File: src/rtl/fifo_sync_ex_pkg.sv
// fifo_sync_ex_pkg: read-mode names and configuration check shared by the FIFO and its users
package fifo_sync_ex_pkg;
  localparam string MODE_NORMAL = "NORMAL";
  localparam string MODE_FWFT = "FWFT";
  function automatic bit cfg_ok(string mode, int depth, int afull, int aempty);
    return (mode == MODE_NORMAL || mode == MODE_FWFT) &&
           afull >= 1 && afull <= depth && aempty >= 0 && aempty < depth;
  endfunction
endpackage

File: src/rtl/fifo_sync_ram.sv
// fifo_sync_ram: simple dual-port RAM, synchronous write and enabled synchronous read, no reset
module fifo_sync_ram #(
  parameter int DW = 8,
  parameter int AW = 4
) (
  input  logic          clk,
  input  logic          we,
  input  logic [AW-1:0] waddr,
  input  logic [DW-1:0] wdata,
  input  logic          re,
  input  logic [AW-1:0] raddr,
  output logic [DW-1:0] q
);
  logic [DW-1:0] mem [2**AW];
  always_ff @(posedge clk) begin
    if (we) mem[waddr] <= wdata;
    if (re) q <= mem[raddr];
  end
endmodule

File: src/rtl/fifo_sync_ex.sv
// fifo_sync_ex: single-clock FIFO with NORMAL/FWFT read modes, programmable thresholds and flush
module fifo_sync_ex
  import fifo_sync_ex_pkg::*;
#(
  parameter int    DSIZE         = 8,
  parameter int    ASIZE         = 4,
  parameter string MODE          = MODE_NORMAL,
  parameter int    AFULL_THRESH  = (1 << ASIZE) - 2,
  parameter int    AEMPTY_THRESH = 2
) (
  input  logic             clk,
  input  logic             rst_n,
  input  logic             flush,
  input  logic [DSIZE-1:0] din,
  input  logic             wr_en,
  output logic             full,
  output logic             almost_full,
  output logic             overflow,
  output logic [DSIZE-1:0] dout,
  input  logic             rd_en,
  output logic             empty,
  output logic             almost_empty,
  output logic             underflow,
  output logic [ASIZE:0]   data_count
);
  localparam int DEPTH = 1 << ASIZE;
  localparam bit FWFT = MODE == MODE_FWFT;
  localparam logic [ASIZE:0] DEPTH_C = (ASIZE + 1)'(DEPTH);
  localparam logic [ASIZE:0] AF_C = (ASIZE + 1)'(AFULL_THRESH);
  localparam logic [ASIZE:0] AE_C = (ASIZE + 1)'(AEMPTY_THRESH);

  if (!cfg_ok(MODE, DEPTH, AFULL_THRESH, AEMPTY_THRESH)) begin : g_bad_cfg
    $error("fifo_sync_ex: MODE or threshold out of range");
  end

  logic [ASIZE:0] wr_ptr, rd_ptr, cnt_nx;
  logic [DSIZE-1:0] q;
  logic wr_ok, rd_ok, ren, valid, valid_nx, hold_zero;

  // In FWFT the RAM refills the output stage whenever it is empty or being popped
  always_comb begin
    wr_ok = wr_en && !full && !flush;
    rd_ok = rd_en && !empty && !flush;
    ren = FWFT ? (wr_ptr != rd_ptr) && (!valid || rd_ok) && !flush : rd_ok;
    valid_nx = flush ? 1'b0 : ren ? 1'b1 : rd_ok ? 1'b0 : valid;
    cnt_nx = flush ? '0 : data_count + (ASIZE + 1)'(wr_ok) - (ASIZE + 1)'(rd_ok);
  end

  always_ff @(posedge clk or negedge rst_n) begin
    if (!rst_n) begin
      wr_ptr <= '0;
      rd_ptr <= '0;
      data_count <= '0;
      valid <= 1'b0;
      hold_zero <= 1'b1;
      full <= 1'b0;
      almost_full <= 1'b0;
      empty <= 1'b1;
      almost_empty <= 1'b1;
      overflow <= 1'b0;
      underflow <= 1'b0;
    end else begin
      wr_ptr <= flush ? '0 : wr_ptr + (ASIZE + 1)'(wr_ok);
      rd_ptr <= flush ? '0 : rd_ptr + (ASIZE + 1)'(ren);
      data_count <= cnt_nx;
      valid <= valid_nx;
      hold_zero <= flush || (hold_zero && !ren);
      full <= cnt_nx == DEPTH_C;
      almost_full <= cnt_nx >= AF_C;
      empty <= FWFT ? !valid_nx : cnt_nx == '0;
      almost_empty <= cnt_nx <= AE_C;
      overflow <= wr_en && full && !flush;
      underflow <= rd_en && empty && !flush;
    end
  end

  // The RAM output is unreset, so dout is forced to zero until the first read after reset/flush
  assign dout = hold_zero ? '0 : q;

  fifo_sync_ram #(.DW(DSIZE), .AW(ASIZE)) u_ram (
    .clk  (clk),
    .we   (wr_ok),
    .waddr(wr_ptr[ASIZE-1:0]),
    .wdata(din),
    .re   (ren),
    .raddr(rd_ptr[ASIZE-1:0]),
    .q    (q)
  );
endmodule

File: config.mk
export PLATFORM = sky130hd
export DESIGN_NAME = fifo_sync_ex
export DESIGN_NICKNAME = d
export VERILOG_FILES = /design/src/rtl/fifo_sync_ex_pkg.sv /design/src/rtl/fifo_sync_ram.sv /design/src/rtl/fifo_sync_ex.sv
export SDC_FILE = /design/constraint.sdc
export NUM_CORES = 1
export LEC_CHECK = 0
export CORE_MARGIN = 3
export CORE_UTILIZATION = 38
export CTS_BUF_LIST = sky130_fd_sc_hd__clkbuf_2
export DETAILED_ROUTE_END_ITERATION = 7
export PLACE_DENSITY = 0.6
export SYNTH_ARGS = -nofsm -noshare
export SYNTH_HDL_FRONTEND = slang
export SYNTH_SLANG_ARGS = --single-unit
File: constraint.sdc
create_clock -name clk -period 3.4 [get_ports clk]
set_input_delay 0.68 -clock clk [delete_from_list [all_inputs] [get_ports clk]]
set_output_delay 0.68 -clock clk [all_outputs]
set_load 0.05 [all_outputs]
; ---- Yosys cells after proc, flatten, opt, wreduce, memory -nomap -nowiden
; Memories as Yosys holds them, arrays and structs flattened. A register that Yosys moved wholly into a read port is not among the register bits.
; Cells that the tools add are included.
; Widths: inputs -> output; s select.
[totals]
regBits = 22
latch_bits = 0
ram_bits = 128
mem_bits_ro = 0
input_bits = 13
out_inout_bits = 19
wordCells = 39
mem_count = 1
[classes]
n_addsub = 4
multipliers = 0
div_mod_pow = 0
magnitude_cmp = 2
n_eq_ne = 1
shifts = 0
n_mux = 6
n_bitwise = 0
reduce_logical = 15
[mem_list]
columns = name, words, word_bits, read_ports, rd_ports_with_merged_regs, wr, line
row1 = u_ram.mem, 16, 8, 1, 1, 1, fifo_sync_ram.sv:14  ; logic [DW-1:0] mem [2**AW];
[ops]
columns = cell, n
row1 = $add 5x1->5, 3
row2 = $mux 5, 3
row3 = $logic_and 1x1->1, 9
row4 = $mux 8, 1
row5 = $eq 5x5->1 const B, 1
row6 = $ge 5x4->1 const B, 1
row7 = $le 5x2->1 const B, 1
row8 = $logic_not 5->1, 1
row9 = $sub 5x1->5, 1
row10 = $logic_not 1->1, 4
row11 = $mux 1, 2
row12 = $logic_or 1x1->1, 1

; ---- Logic depth before layout (Yosys ltp)
[logic_depth]
ltp_word = 7
mapped_depth = 10
mapped_depth_nobuf = 10

; ---- Cells and area by module
; From an unflattened synthesis, not the netlist that was laid out.
[unflattened]
cells_unflattened = 323
area_unflattened_um2 = 6231.0
[modules_own_cells]
columns = mod, n_inst, cells_per_inst, area_each_um2, seq_area_each_um2
row1 = fifo_sync_ram, 1, 229, 5227.5, 4083.9
row2 = fifo_sync_ex, 1, 94, 1003.5, 504.2

; ---- Worst setup path after synthesis
; No wires, ideal clock.
[synth_timing]
kind = input port to flip-flop
from = input flush
to = register almost_full
setup_time_ns = 0.078
arrival_ns = 2.767
t_required_ns = 3.322
setup_slack_ns = 0.555
cell_stages = 6
n_path_buf = 0
path_cell_list = nor3b_1 -> nand2b_1 -> inv_1 -> fa_1 -> or4_1 -> a21oi_1
[synth_between]
elab_chain_len = 6
word_cells_on_any_way = 7
classes_between = add/sub (2) / order compare (1) / mux (1) / reduce/logical (3)
[synth_rtl]
columns = element, line
row1 = from (decl), fifo_sync_ex.sv:13  ; input logic flush,
row2 = $logic_not 1->1, "fifo_sync_ex.sv:42, fifo_sync_ex.sv:43"
row3 = $logic_and 1x1->1, fifo_sync_ex.sv:42  ; wr_ok = wr_en && !full && !flush;
row4 = $add 5x1->5, fifo_sync_ex.sv:46  ; cnt_nx = flush ? '0 : data_count + (ASIZE + 1)'(wr_ok) - (ASIZE + 1)'(rd_ok);
row5 = $sub 5x1->5, fifo_sync_ex.sv:46
row6 = $mux 5 (*), fifo_sync_ex.sv:46
row7 = $ge 5x4->1 (*), fifo_sync_ex.sv:69  ; almost_full <= cnt_nx >= AF_C;
row8 = to (signal assigned), fifo_sync_ex.sv:57  ; almost_full <= 1'b0;
row9 = to (signal assigned), fifo_sync_ex.sv:69
row10 = to (decl), fifo_sync_ex.sv:17  ; output logic almost_full,
; Mark *: on every way between the ends. The rest lies on a longest branch, timed or not.

; ---- Worst setup path after layout
[layout_timing]
from = register empty
to = output empty
[layout_lines]
columns = element, line
row1 = from (decl), fifo_sync_ex.sv:21  ; output logic empty,
row2 = from (signal assigned), fifo_sync_ex.sv:58  ; empty <= 1'b1;
row3 = from (signal assigned), fifo_sync_ex.sv:70  ; empty <= FWFT ? !valid_nx : cnt_nx == '0;
; No word-level cell between the ends.

==> impl_metrics.py <==
metrics = {
    "critical_path": {
        "critPathArrivalTime_ns": 2.13,
        "cpPeakStageDelay_ns": 0.81,
        "crit_chain": "clkdlybuf4s50_1",
        "r2r_slack_ns": 0.98,
        "crit_path_max_fanout": 5,
        "endpoint_kind": "output pin",
        "path_class": "reg -> out",
        "startpoint_type": "register",
        "timing.rr.end": "almost_full",
        "r2r_start": "empty",
        "crit_family": "buffers and inverters",
        "crit_path_top_delay_cell": "clkdlybuf4s50_1",
        "path_buf_inv": 1,
        "r2r_cells": 9,
        "cp.required_ns": 2.72,
    },
    "die": {
        "die_w_um": 135,
        "core-area_mm2": 0.0161,
        "die-area_mm2": 0.0182,
        "num_io_pins": 32,
        "row_count": 46,
        "initial_core_util_pct": 39.2,
        "die_h_um": 135,
    },
    "synth": {
        "ys_ff_latch": 156,
        "ys.flop_type": "edfxtp_1",
        "synth_warnings": 0,
        "ys_seq_area_share_pct": 72.8,
        "netlist_area_mm2": 0.00630,
        "synth_edf_count": 136,
        "syn_nets": 330,
        "synthCells": 308,
        "synth_top_cell_by_area": "edfxtp_1",
        "yosys-top-cells-area": "edfxtp_1 65%, mux4_1 10%, dfrtp_1 6.8%, mux4_2 5.7%, nor2b_1 1.7%",
        "synth_top_area_share_pct": 64.8,
        "syn_avg_cell_area_um2": 20.5,
        "synth.distinct_cells": 32,
        "async_flop_share_pct": 12.8,
    },
    "detailed_routing": {
        "first_iter_violations": 218,
        "dr_total_vias": 2992,
        "first_pass_iters": 4,
        "wl_mm": 11.6,
        "wl_per_cell_um": 19.3,
        "drcViolationCount": 0,
        "viasPerCell": 5.00,
        "drtAntennaViolNets": 0,
    },
    "power": {
        "leakage_nw": 2.42,
        "peakVddDrop_mv": 0.209,
        "finalPower_w": 0.00410,
        "powerDensity_mw_per_mm2": 569,
    },
    "sta": {
        "rsz0062_at_grt": "no",
        "min_period_over_period_pct": 82.6,
        "slew_headroom_pct": 40.7,
        "period_needed_ns": 2.81,
        "setup_viol": 0,
        "tightestPinTransition_ns": 0.886,
        "fmax_ghz": 0.356,
        "fin_tns_setup_ns": 0,
        "layout_setup_ws_ns": 0.592,
        "skew_ns": 0.0353,
        "finalHoldViolCount": 0,
        "drv_slew": 0,
    },
    "placement": {
        "hpwl_mm": 7.49,
        "gp_congestion": 0.761,
        "place_inst": 567,
        "io_buffers": 31,
        "pre_cts_ws_ns": 0.233,
    },
    "clock_network": {
        "cts_buffers": 17,
        "postCtsResizedCells": 0,
        "cts_tree": "yes",
        "hold_buffers": 0,
        "cts_setup_buffers": 0,
        "root_buffer": "clkbuf_2",
        "clk_pin_slew_worst_paths_ns": 0.22,
        "h-tree-depth": 4,
        "clk_path_buf_depth": 2,
        "clock-sinks": 156,
        "insertion_delay_ns": 0.70,
    },
    "finish": {
        "layout-drive-gt1-share_pct": 19.4,
        "nNetsFinal": 392,
        "fin_cells": 598,
        "area_delta_synth_final_pct": 14.3,
        "final_common_cell": "edfxtp_1",
        "final_cell_mix": "136 x edfxtp_1, 31 x clkdlybuf4s50_1, 26 x buf_4",
        "num_antenna_cells": 0,
    },
    "global_routing": {
        "track_usage_pct": 13.8,
        "grt_pass1_wl_mm": 18.0,
        "grt_max_degree": 35,
        "antenna_found_initial": 0,
        "grt_remaining_overflow": 0,
        "grt_pass1_vias": 3073,
    },
    "hold_path": {
        "min_path_type": "in -> async",
    },
    "run_status": {
        "run_status": "completed",
    },
    "run": {
        "drv_cap": 0,
    },
}
[logic make-up (layout without fill, tap and decap cells)]
kind of cell,count (synthesis),in the layout,synth area share (%)
flops,156,156,72.8
simple gates,67,67,5.64
mux,40,40,15.7
buf+inv,21,95,2.05
fa+ha+maj,9,9,1.91
xor+xnor,8,8,1.11
compound gates,7,7,0.755
[report_power, final]
part           internal [W]  leakage, nW  switching [W]
clock              0.000335        0.133       0.000635
combinational      0.000370        0.803       0.000522
sequential          0.00218         1.49      0.0000508
total               0.00289         2.42        0.00121
[metal layers]
layer / global-route usage (%) / up-vias / part of all wire [%]
met3: 3.95 / 8 / 8.1
met1: 17.9 / 1527 / 40
met2: 22.7 / 90 / 51
met5: 0 / - / 0
li1: - / 1367 / -
met4: 4.07 / 0 / 0.90
[cell usage after synthesis (all sizes together) (2+ instances only)]
| cell type | number |
|---|---|
| clkbuf | 9 |
| nand2b | 5 |
| ha | 8 |
| nor3b | 2 |
| nand2 | 3 |
| a41o | 2 |
| xor2 | 3 |
| a21oi | 4 |
| edfxtp | 136 |
| nor2b | 17 |
| dfstp | 3 |
| nor3 | 4 |
| nand3 | 4 |
| mux4 | 40 |
| inv | 7 |
| nand3b | 2 |
| dfrtp | 17 |
| xnor2 | 5 |
| nor2 | 24 |
| buf | 5 |
[how the worst max path moves through the flow]
| stage | start | endpoint | depth (start not counted) |
|---|---|---|---|
| after floorplan | flush | almost_full | 6 |
| after global placement | rd_en | almost_full | 10 |
| after detailed placement | rd_en | full | 11 |
| after CTS | hold_zero | dout[6] | 2 |
| after global routing | empty | empty | 1 |
| final | empty | empty | 1 |
[per-stage QoR]
| stage | utilization [%] | hold WS, ns | instance area, um^2 |
|---|---|---|---|
| 2_1_floorplan | - | 0.384 | 6300 |
| 3_3_place_gp | 43.4 | 0.522 | 6970 |
| 3_5_place_dp | 43.4 | 0.512 | 6970 |
| 4_1_cts | 44.9 | 0.398 | 7200 |
| 5_1_grt | 44.9 | 0.412 | 7200 |
| 6_report | 44.9 | 0.440 | 7200 |
[flip-flops by register name (all words and copies together), names as in the netlist]
signal and cells:
full 1, hold_zero 1, empty 1, rd_ptr 4, underflow 1, u_ram.q 8
u_ram.mem 128, data_count 5, almost_empty 1, wr_ptr 4, almost_full 1, overflow 1
[layout make-up]
class                   count  area [um^2]
fillers                  1373         8850
flip-flops and latches    156         4590
multi-input cells         131         1580
repair buffers             57          505
well taps                 216          270
clock inverters            14          144
clock buffers              17         85.1
inverters                   7         26.3
No activity file was read; power rests on OpenSTA's default activity.
